## config.mk

```make
export PLATFORM = sky130hd
export DESIGN_NAME = router_pkt_fifo
export DESIGN_NICKNAME = d
export VERILOG_FILES = /design/src/rtl/router_pkt_fifo.sv
export SDC_FILE = /design/constraint.sdc
export NUM_CORES = 1
export LEC_CHECK = 0
export ABC_AREA = 1
export CORE_MARGIN = 2
export CORE_UTILIZATION = 54
export DETAILED_ROUTE_END_ITERATION = 10
export GPL_ROUTABILITY_DRIVEN = 1
export GPL_TIMING_DRIVEN = 0
export HOLD_SLACK_MARGIN = 0.06
export PLACE_DENSITY = 0.84
export REMOVE_ABC_BUFFERS = 1
export SLEW_MARGIN = 20
export SYNTH_ARGS = -nofsm -noshare
export SYNTH_HDL_FRONTEND = slang
export SYNTH_SLANG_ARGS = --single-unit
```

## constraint.sdc

```tcl
create_clock -name clk -period 2.5 [get_ports clk]
set_input_delay 0.5 -clock clk [delete_from_list [all_inputs] [get_ports clk]]
set_output_delay 0.5 -clock clk [all_outputs]
set_load 0.1 [all_outputs]
```

## src/rtl/router_pkt_fifo.sv

```systemverilog
// router_pkt_fifo: packet-aware FIFO with SOP tagging, length tracking, occupancy and sticky error status
module router_pkt_fifo #(
  parameter int DATA_W = 8,
  parameter int DEPTH = 16,
  parameter int AF_THRESH = DEPTH - 2,
  localparam int ADDR_W = $clog2(DEPTH)
) (
  input  logic              clk,
  input  logic              resetn,
  input  logic              soft_reset,
  input  logic              write_enb,
  input  logic [DATA_W-1:0] data_in,
  input  logic              lfd_state,
  input  logic              read_enb,
  output logic [DATA_W-1:0] data_out,
  output logic              data_valid,
  output logic              rd_sop,
  output logic              pkt_last,
  output logic              empty,
  output logic              full,
  output logic              almost_full,
  output logic [ADDR_W:0]   level,
  output logic              ovf_err,
  output logic              udf_err,
  output logic              frame_err
);
  logic [DATA_W:0]   mem [DEPTH];
  logic [ADDR_W:0]   wr_ptr, rd_ptr;
  logic [DATA_W-2:0] rem;
  logic [DATA_W:0]   rd_word;
  logic              do_wr, do_rd, rd_is_sop;
  assign empty       = wr_ptr == rd_ptr;
  assign full        = (wr_ptr[ADDR_W] != rd_ptr[ADDR_W]) && (wr_ptr[ADDR_W-1:0] == rd_ptr[ADDR_W-1:0]);
  assign level       = wr_ptr - rd_ptr;
  assign almost_full = level >= (ADDR_W+1)'(AF_THRESH);
  assign do_wr       = write_enb && !full;
  assign do_rd       = read_enb && !empty;
  assign rd_word     = mem[rd_ptr[ADDR_W-1:0]];
  assign rd_is_sop   = rd_word[DATA_W];
  always_ff @(posedge clk)
    if (resetn && !soft_reset && do_wr) mem[wr_ptr[ADDR_W-1:0]] <= {lfd_state, data_in};
  always_ff @(posedge clk) begin
    if (!resetn) begin
      wr_ptr     <= '0;
      rd_ptr     <= '0;
      rem        <= '0;
      data_out   <= '0;
      rd_sop     <= 1'b0;
      data_valid <= 1'b0;
      pkt_last   <= 1'b0;
      ovf_err    <= 1'b0;
      udf_err    <= 1'b0;
      frame_err  <= 1'b0;
    end else if (soft_reset) begin
      wr_ptr     <= '0;
      rd_ptr     <= '0;
      rem        <= '0;
      data_out   <= '0;
      rd_sop     <= 1'b0;
      data_valid <= 1'b0;
      pkt_last   <= 1'b0;
    end else begin
      if (do_wr) wr_ptr <= wr_ptr + 1'b1;
      if (write_enb && full) ovf_err <= 1'b1;
      if (read_enb && empty) udf_err <= 1'b1;
      data_valid <= do_rd;
      pkt_last   <= do_rd && !rd_is_sop && rem == (DATA_W-1)'(1);
      if (do_rd) begin
        rd_ptr   <= rd_ptr + 1'b1;
        data_out <= rd_word[DATA_W-1:0];
        rd_sop   <= rd_is_sop;
        // a header reloads the count with payload plus parity; a reload mid-packet means truncation
        if (rd_is_sop) begin
          rem <= {1'b0, rd_word[DATA_W-1:2]} + 1'b1;
          if (rem != '0) frame_err <= 1'b1;
        end else if (rem != '0) begin
          rem <= rem - 1'b1;
        end else begin
          frame_err <= 1'b1;
        end
      end
    end
  end
endmodule

```

==> qor.csv, run 1 <==
metric,value,unit
run_status,finished with violations,
violations,setup timing,
grt_start_max_net_pins,65,
crit_slowest_cell,dfxtp_4,
io_buffers,35,
ys.flop_type,edfxtp_1,
ir_drop,0.4983,mV
path_depth,9,
grt_use_total,0.2341,
numCtsBuffers,17,
cp-start-kind,register,
endpoint_kind,primary output,
r2r_slack,-0.01,ns
dpl_worst_slack,-1.423,ns
slew_headroom,0.3349,
postSynthCellCount,771,
routabilityCongestion,0.8289,
syn-cell-area,0.007835,mm^2
syn_area_per_cell,10.16,um^2
tightestPinTransition,0.9946,ns
path_clk_slew,0.07,ns
cp_num_buf_inv,3,
first_pass_iters,6,
cts_max_path_buffers,2,
grt_overflow_total,0,
drv_cap,0,
power_density,658.5,mW/mm^2
htree_levels,4,
ys_ff_latch,179,
vias,5817,
wl,18.25,mm
cp.arrival,2.10,ns
placed_area,0.008269,mm^2
nets,858,
drtIter0Drc,695,
hold_path_class,register to register,
cts_root_buffer,clkbuf_16,
crit_end,almost_full,
initial_utilization,0.5453,
rsz0062_at_grt,yes,
antenna_left,0,
grt_pass1_vias,5529,
timing.final.crit_share,1.042,
dpl.hpwl,9.698,mm
final_area,0.009562,mm^2
die_w,124.5,um
drive_gt1_frac,0.1570,
worstSkewPairLatency,0.44,ns
fillers,935,
hold_ws,0.4700,ns
grt_pass1_wl,28.02,mm
drc,0,
core,0.01437,mm^2
synth_seq_area_share,0.6413,
async_flop_share,0,
cts_tree,built,
hold_viol,0,
maxSlewViolCount,0,
cts_num_sinks,179,
grt_antenna_before_repair,0,
yosys_warnings,0,
ff2ff_path_depth,8,
row_count,44,
crit_family,adder cells,
dieHeight,124.5,um
final_core_util,0.6654,
syn_to_final_growth,22.04,%
die_area,0.01549,mm^2
critPathMaxFanout,2,
setup_viol,3,
max_freq,0.3839,GHz
crit_chain,inv_4 > ha_4 > inv_2 > fa_2 > nand3_2 > nand2_2 > xor2_2 > a31o_2 > buf_12,
cpPeakStageDelay,0.36,ns
skew,0.007501,ns
crit_type,register to primary output,
required,2.00,ns
fin_ws,-0.1046,ns
diodes,0,
rr_startpoint,rd_ptr[4],
synth.distinct_cells,32,
period_minus_slack,2.605,ns
r2r-end,rd_ptr[4],
num_io_pins,36,
leakagePower,3.769,nW
synth-edff-count,144,
via_per_inst,5.675,
wire_per_inst,17.80,um
crit_start,wr_ptr[0],
setup-tns-final,-0.1198,ns
==> through the flow <==
step                std cells  power [mW]
global placement          958       3.803
detailed placement        961       3.815
floorplan                 739       3.653
global route             1025       6.472
CTS                      1016       6.245
finish                   1025       6.296
==> final cells by class <==
class,count,area (um^2),area share
flip-flops and latches,179,5050,0.5281
multi-input cells,467,2497,0.2612
repair buffers,70,843.3,0.08820
clock buffers,18,429.2,0.04488
inverters,94,399.1,0.04174
well taps,184,230.2,0.02408
clock inverters,13,112.6,0.01178
==> how the worst min path moves through the flow <==
stage               startpoint   endpoint  slack, ns  depth (start not counted)
floorplan            wr_ptr[4]  wr_ptr[4]       0.45                          2
global placement       ovf_err    ovf_err       0.45                          1
detailed placement     ovf_err    ovf_err       0.46                          1
CTS                    ovf_err    ovf_err       0.47                          1
global route           ovf_err    ovf_err       0.49                          1
finish                 udf_err    udf_err       0.47                          1
==> placed cells by master, fill, tap and decap left out, types with 4 or more instances in the layout <==
master           instances
a21oi_1                 16
buf_12                  17
buf_4                   20
clkbuf_16               17
clkdlybuf4s50_1         27
clkinvlp_4               7
dfxtp_1                 25
dfxtp_2                  5
dfxtp_4                  5
edfxtp_1               144
ha_1                    10
inv_1                   84
inv_2                    4
nand2_1                176
nand2_2                  6
nand3_1                 74
nand4_1                  4
nor2_1                  60
nor2_4                  18
nor3_1                   4
o211ai_1                13
o21ai_0                 39
o21ai_1                  7
o22ai_1                 10
xor2_1                   6
==> state kept, by name, summed over array words and instances, names as in the netlist, named ones only <==
signal      count
mem           144
pkt_last        1
rd_sop          1
data_out        8
wr_ptr          5
frame_err       1
ovf_err         1
rem             7
rd_ptr          5
data_valid      1
udf_err         1
==> power breakdown <==
part	total [mW]	internal, mW	switching, mW
clock network	2.48	1.36	1.12
registers	3.25	3.23	0.0206
logic	0.566	0.166	0.399
total	6.30	4.76	1.54
==> routing by layer <==
metal | share of wire | routed length (um) | vias to the layer above | GRT usage
met1 | 0.38 | 6897 | 2707 | 0.2886
met5 | 0 | 0 | - | 0
li1 | - | - | 2698 | -
met2 | 0.49 | 8960 | 340 | 0.3854
met4 | 0.042 | 769 | 0 | 0.1137
met3 | 0.089 | 1619 | 72 | 0.06100
==> timing repair <==
action                                  in CTS  in global routing
setup buffers                               23                  8
cloned                                       1                  1
resized for setup                          107                 24
hold buffers                                 0                  0
pin swaps                                   18                  7
endpoints found under the setup margin     169                161
endpoints found under the hold margin        0                  0
==> kinds of logic (layout without fill, tap and decap cells) <==
| group | Yosys count | count (layout) | synth area share |
|---|---|---|---|
| xor+xnor | 10 | 10 | 0.01118 |
| compound gates | 91 | 91 | 0.06675 |
| simple gates | 350 | 351 | 0.1836 |
| fa+ha+maj | 15 | 15 | 0.02491 |
| buf+inv | 126 | 195 | 0.07218 |
| flops | 179 | 179 | 0.6413 |
==> synthesized netlist by cell type (4+ instances only) <==
master	instances	area share
nand2_1	181	0.087
edfxtp_1	144	0.55
inv_1	88	0.042
nor2_1	78	0.037
nand3_1	75	0.048
o21ai_0	39	0.025
dfxtp_1	35	0.089
a21oi_1	16	0.010
ha_1	14	0.022
o211ai_1	13	0.012
buf_2	10	0.0064
o22ai_1	10	0.0080
buf_6	7	0.010
clkbuf_1	7	0.0034
nor3_1	7	0.0045
o21ai_1	7	0.0045
xor2_1	7	0.0078
buf_4	6	0.0057
nand4_1	4	0.0032
(Power assumes the default switching activity.)
==> inputs of run 2 (changes only) <==
Settings changed: CORE_UTILIZATION 54 to 45, PLACE_DENSITY 0.84 to 0.74.
==> run 2 against run 1 <==
The flow still finishes with violations (setup timing). Sequential power barely moved. Fmax up 1.3%. First-iteration DRC count decreased by 30%. Core utilization is 9.8 points lower. Clock skew up 0.0027 ns. Final cell count increased by 4.7%. Critical endpoint unchanged. Clock power up 13%. Die area rose by 19%.
==> qor.csv, run 2 (synthesis gave the netlist of run 1 again) <==
metric,value,unit,change
vias,5710,,-1.8%
fin_ws,-0.07130,ns,+0.03335 ns
drv_cap,0,,unchanged
hp-start,ovf_err,,
grtUsageMet3,0.03579,,-0.02520
cp_num_buf_inv,3,,unchanged
syn_to_final_growth,24.50,%,
min_path_cells,1,,unchanged
grt_use_total,0.2040,,-0.03008
cts_num_sinks,179,,unchanged
power_density,679.1,mW/mm^2,+3.1%
worstSkewPairLatency,0.43,ns,about the same
die_w,136.0,um,+9.2%
num_io_pins,36,,unchanged
setup_viol,2,,-1
final_cells,1073,,+4.7%
wl,18.24,mm,about the same
skew,0.01017,ns,+0.002668 ns
hold_ws,0.4704,ns,+0.0003870 ns
cts_root_buffer,clkbuf_16,,
grt_antenna_before_repair,0,,unchanged
cp-start-kind,register,,
crit_family,adder cells,,
io_buffers,35,,unchanged
use_met2,0.3594,,-0.02598
row_count,48,,+9.1%
postCtsHoldBufs,0,,unchanged
crit_type,register to primary output,,
final_core_util,0.5679,,-0.09756
maxSlewViolCount,0,,unchanged
antenna_left,0,,unchanged
htree_levels,4,,unchanged
core,0.01718,mm^2,+20%
final_common_cell,nand2_1,,
tightestPinTransition,0.9762,ns,-0.01834 ns
multiInputGateArea,0.002472,mm^2,-1.0%
crit_chain,inv_4 > ha_4 > inv_2 > fa_2 > nand3_2 > nand2_2 > xor2_2 > a31o_2 > buf_12,,
max_freq,0.3889,GHz,+1.3%
nets,864,,+0.70%
run_status,finished with violations,,
numCtsBuffers,17,,unchanged
path_clk_slew,0.07,ns,about the same
busiest_layer,met2,,
ir_drop,0.3672,mV,-26%
grt_start_max_net_pins,43,,-34%
crit_start,wr_ptr[0],,
die_area,0.01848,mm^2,+19%
drtIter0Drc,487,,-30%
holdPathEnd,ovf_err,,
critPathMaxFanout,2,,unchanged
cp.arrival,2.07,ns,-0.03 ns
timing.final.crit_share,1.029,,-0.01334
violations,setup timing,,
dpl.hpwl,10.09,mm,+4.1%
cts_tree,built,,
ff2ff_path_depth,10,,+2
via_per_inst,5.322,,-6.2%
largest_register_ffs,144,,unchanged
initial_utilization,0.4561,,-0.08913
dp.cells,1002,,+4.3%
grt_overflow_total,0,,unchanged
leakagePower,3.845,nW,+2.0%
drive_gt1_frac,0.1663,,+0.009318
final_cell_mix,"176 x nand2_1, 144 x edfxtp_1, 83 x inv_1, 74 x nand3_1, 61 x nor2_1",,
diodes,0,,unchanged
cpPeakStageDelay,0.36,ns,about the same
endpoint_kind,primary output,,
wire_per_inst,17.00,um,-4.5%
r2r-end,mem[3][0],,
dpl_worst_slack,-1.490,ns,-0.06777 ns
rsz0062_at_grt,yes,,
grt_pass1_vias,5630,,+1.8%
grtUsageMet1,0.2410,,-0.04759
cts_max_path_buffers,2,,unchanged
drc,0,,unchanged
routabilityCongestion,0.7829,,-5.5%
grt_pass1_wl,28.24,mm,+0.79%
rr_startpoint,rd_ptr[1],,
first_pass_iters,7,,+1
register_area,0.005049,mm^2,about the same
hold_viol,0,,unchanged
crit_slowest_cell,dfxtp_4,,
slew_headroom,0.3472,,+0.01227
hold_path_class,register to register,,
period_minus_slack,2.571,ns,-0.03335 ns
fillers,1375,,+47%
dieHeight,136.0,um,+9.2%
required,2.00,ns,about the same
r2r_slack,0.06,ns,+0.07 ns
-- run 2: changes by cell type in the layout (fill, tap and decap cells not counted), sizes merged --
cell | previous run | this run
clkinvlp | 7 | 3
bufbuf | 1 | 2
bufinv | 1 | 3
clkbuf | 19 | 17
clkinv | 7 | 9
buf | 40 | 45
inv | 92 | 95
-- run 2: routing by layer --
layer  vias to the layer above  share of wire
li1                       2712              -
met1                      2760           0.40
met2                       195           0.52
met3                        43          0.056
met4                         0          0.025
met5                         -              0
-- run 2: how the worst max path moves through the flow --
stage,endpoint,cells past startpoint
3_3_place_gp,rem[5],14
3_5_place_dp,rem[1],10
2_1_floorplan,almost_full,8
4_1_cts,almost_full,9
6_report,almost_full,9
5_1_grt,almost_full,9
-- run 2: cell type report --
| type | count | share of cell area |
|---|---|---|
| clock inverters | 15 | 0.02052 |
| multi-input cells | 467 | 0.2535 |
| inverters | 94 | 0.04015 |
| well taps | 225 | 0.02886 |
| repair buffers | 75 | 0.09492 |
| flip-flops and latches | 179 | 0.5176 |
| clock buffers | 17 | 0.04361 |
| repair inverters | 1 | 0.0008979 |
-- run 2: per-stage QoR --
stage	total power [mW]	instance area (um^2)	TNS, ns
floorplan	3.653	7627	-113.89
global placement	3.809	8259	-347.60
detailed placement	3.821	8328	-158.16
CTS	6.604	9569	-0.08104
global route	6.805	9754	-1.494
finish	6.624	9754	-0.1023
-- run 2: report_power, final --
part | internal (mW) | leakage [nW] | switching, mW
Sequential | 3.23 | 1.58 | 0.0175
Combinational | 0.174 | 1.96 | 0.403
Clock | 1.60 | 0.297 | 1.20
-- run 2: repair_timing --
action                                  CTS  global route
resized for setup                       105            22
pin swaps                                18             7
hold endpoints to repair                  0             0
endpoints found under the setup margin  170           172
setup buffers                            22            13
gates cloned                              4             0
==> inputs of run 3 (changes only) <==
Settings changed: CORE_MARGIN 2 to not set.
==> run 3 against run 2 <==
The run still ends with setup timing left. Combinational power hardly changed. Final cell count is 1.1% lower. Largest power group unchanged. Clock-buffer cell count stayed put. Worst setup slack better by 0.014 ns.
==> qor.csv, run 3 (synthesis gave the netlist of run 1 again) <==
metric,value,unit,change
wire_per_inst,16.74,um,-1.5%
cts_root_buffer,clkbuf_16,,
slew_headroom,0.3519,,+0.004786
grt_pass1_wl,27.48,mm,-2.7%
final_area,0.009688,mm^2,-0.68%
routabilityCongestion,0.7776,,-0.68%
ir_drop,0.4842,mV,+32%
fillers,1322,,-3.9%
fin_ws,-0.05762,ns,+0.01368 ns
run_status,finished with violations,,
initial_utilization,0.4659,,+0.009705
final_core_util,0.5760,,+0.008140
cts_num_sinks,179,,unchanged
multiInputGateArea,0.002490,mm^2,+0.71%
drive_gt1_frac,0.1629,,-0.003372
diodes,0,,unchanged
dpl_worst_slack,-1.550,ns,-0.05935 ns
cts_max_path_buffers,2,,unchanged
first_pass_iters,5,,-2
dpl.hpwl,9.764,mm,-3.3%
path_clk_slew,0.06,ns,about the same
critPathMaxFanout,2,,unchanged
cts_tree,built,,
num_io_pins,36,,unchanged
max_freq,0.3910,GHz,+0.53%
grt_use_total,0.2024,,-0.001592
required,2.00,ns,about the same
maxSlewViolCount,0,,unchanged
register_area,0.005049,mm^2,unchanged
die_area,0.01794,mm^2,-2.9%
drtIter0Drc,486,,-0.21%
final_cell_mix,"176 x nand2_1, 144 x edfxtp_1, 82 x inv_1, 74 x nand3_1, 59 x nor2_1",,
drv_cap,0,,unchanged
wl,17.76,mm,-2.6%
leakagePower,3.811,nW,-0.89%
core,0.01682,mm^2,-2.1%
cp-start-kind,register,,
tightestPinTransition,0.9690,ns,-0.007157 ns
grt_pass1_vias,5378,,-4.5%
power_density,679.5,mW/mm^2,about the same
cp.arrival,2.06,ns,about the same
antenna_left,0,,unchanged
placed_area,0.008325,mm^2,about the same
p_total,6.583,mW,-0.63%
postCtsHoldBufs,0,,unchanged
ff2ff_path_depth,10,,unchanged
worstSkewPairLatency,0.43,ns,about the same
grt_antenna_before_repair,0,,unchanged
vias,5610,,-1.8%
min_path_cells,2,,+1
timing.final.crit_share,1.023,,-0.005470
hold_path_class,register to register,,
htree_levels,4,,unchanged
rsz0062_at_grt,yes,,
period_minus_slack,2.558,ns,-0.01368 ns
numCtsBuffers,17,,unchanged
via_per_inst,5.287,,-0.64%
nets,858,,-0.69%
grt_start_max_net_pins,43,,unchanged
row_count,47,,-2.1%
largest_register_ffs,144,,unchanged
final_common_cell,nand2_1,,
violations,setup timing,,
dieHeight,134.0,um,-1.5%
setup_viol,1,,-1
syn_to_final_growth,23.65,%,
endpoint_kind,primary output,,
hold_viol,0,,unchanged
crit_type,register to primary output,,
die_w,134.0,um,-1.5%
skew,0.01171,ns,+0.001546 ns
drc,0,,unchanged
io_buffers,35,,unchanged
grt_overflow_total,0,,unchanged
-- run 3: changes by cell type in the layout (fill, tap and decap cells not counted), sizes merged --
| cell | delta |
|---|---|
| clkbuf | +1 |
| buf | -6 |
| bufbuf | -1 |
| clkinv | -2 |
| bufinv | +1 |
-- run 3: metal layers --
metal,track usage,share of wire,up-vias
li1,-,-,2702
met1,0.2472,0.39,2643
met2,0.3405,0.50,226
met3,0.04762,0.071,39
met4,0.09154,0.030,0
met5,0,0,-
-- run 3: timing repair --
item / in CTS / in global routing
setup buffers: 21 / 8
endpoints found under the setup margin: 169 / 171
gates resized for setup: 104 / 30
pin swaps: 18 / 7
gates cloned: 3 / 1
hold endpoints to repair: 0 / 0
-- run 3: final timing paths --
path,from,to,slack (ns)
setup / recovery,wr_ptr[0],almost_full,-0.06
hold reg to reg,frame_err,frame_err,0.47
hold / removal,frame_err,frame_err,0.47
setup reg to reg,rd_ptr[1],mem[2][3],0.08
-- run 3: critical path, cell delays in order, from the launching register on --
cell and delay, ns:
dfxtp_2 0.32, inv_2 0.07, ha_4 0.12, inv_2 0.03
fa_2 0.35, nand3_2 0.07, nand2_2 0.06, xor2_2 0.16
a31o_2 0.26, buf_12 0.17
-- run 3: final cells by class --
class                      count  area share
clock inverter                14     0.01886
tap                          220     0.02841
inverter                      94     0.04017
timing repair buffer          69     0.08963
timing repair inverter         1   0.0009040
multi-input combinational    467      0.2570
clock buffer                  17     0.04391
sequential                   179      0.5211
-- run 3: power by group --
| part | switching [mW] | total (mW) | internal (mW) |
|---|---|---|---|
| registers | 0.0184 | 3.25 | 3.23 |
| clock network | 1.09 | 2.75 | 1.66 |
| logic | 0.404 | 0.577 | 0.173 |
-- run 3: per-stage QoR --
stage	cells	setup TNS, ns	hold slack (ns)
finish	1061	-0.05762	0.4663
global route	1061	-2.366	0.5013
CTS	1052	-0.08965	0.4713
detailed placement	997	-149.67	0.4524
global placement	994	-358.19	0.4563
floorplan	739	-113.89	0.4534
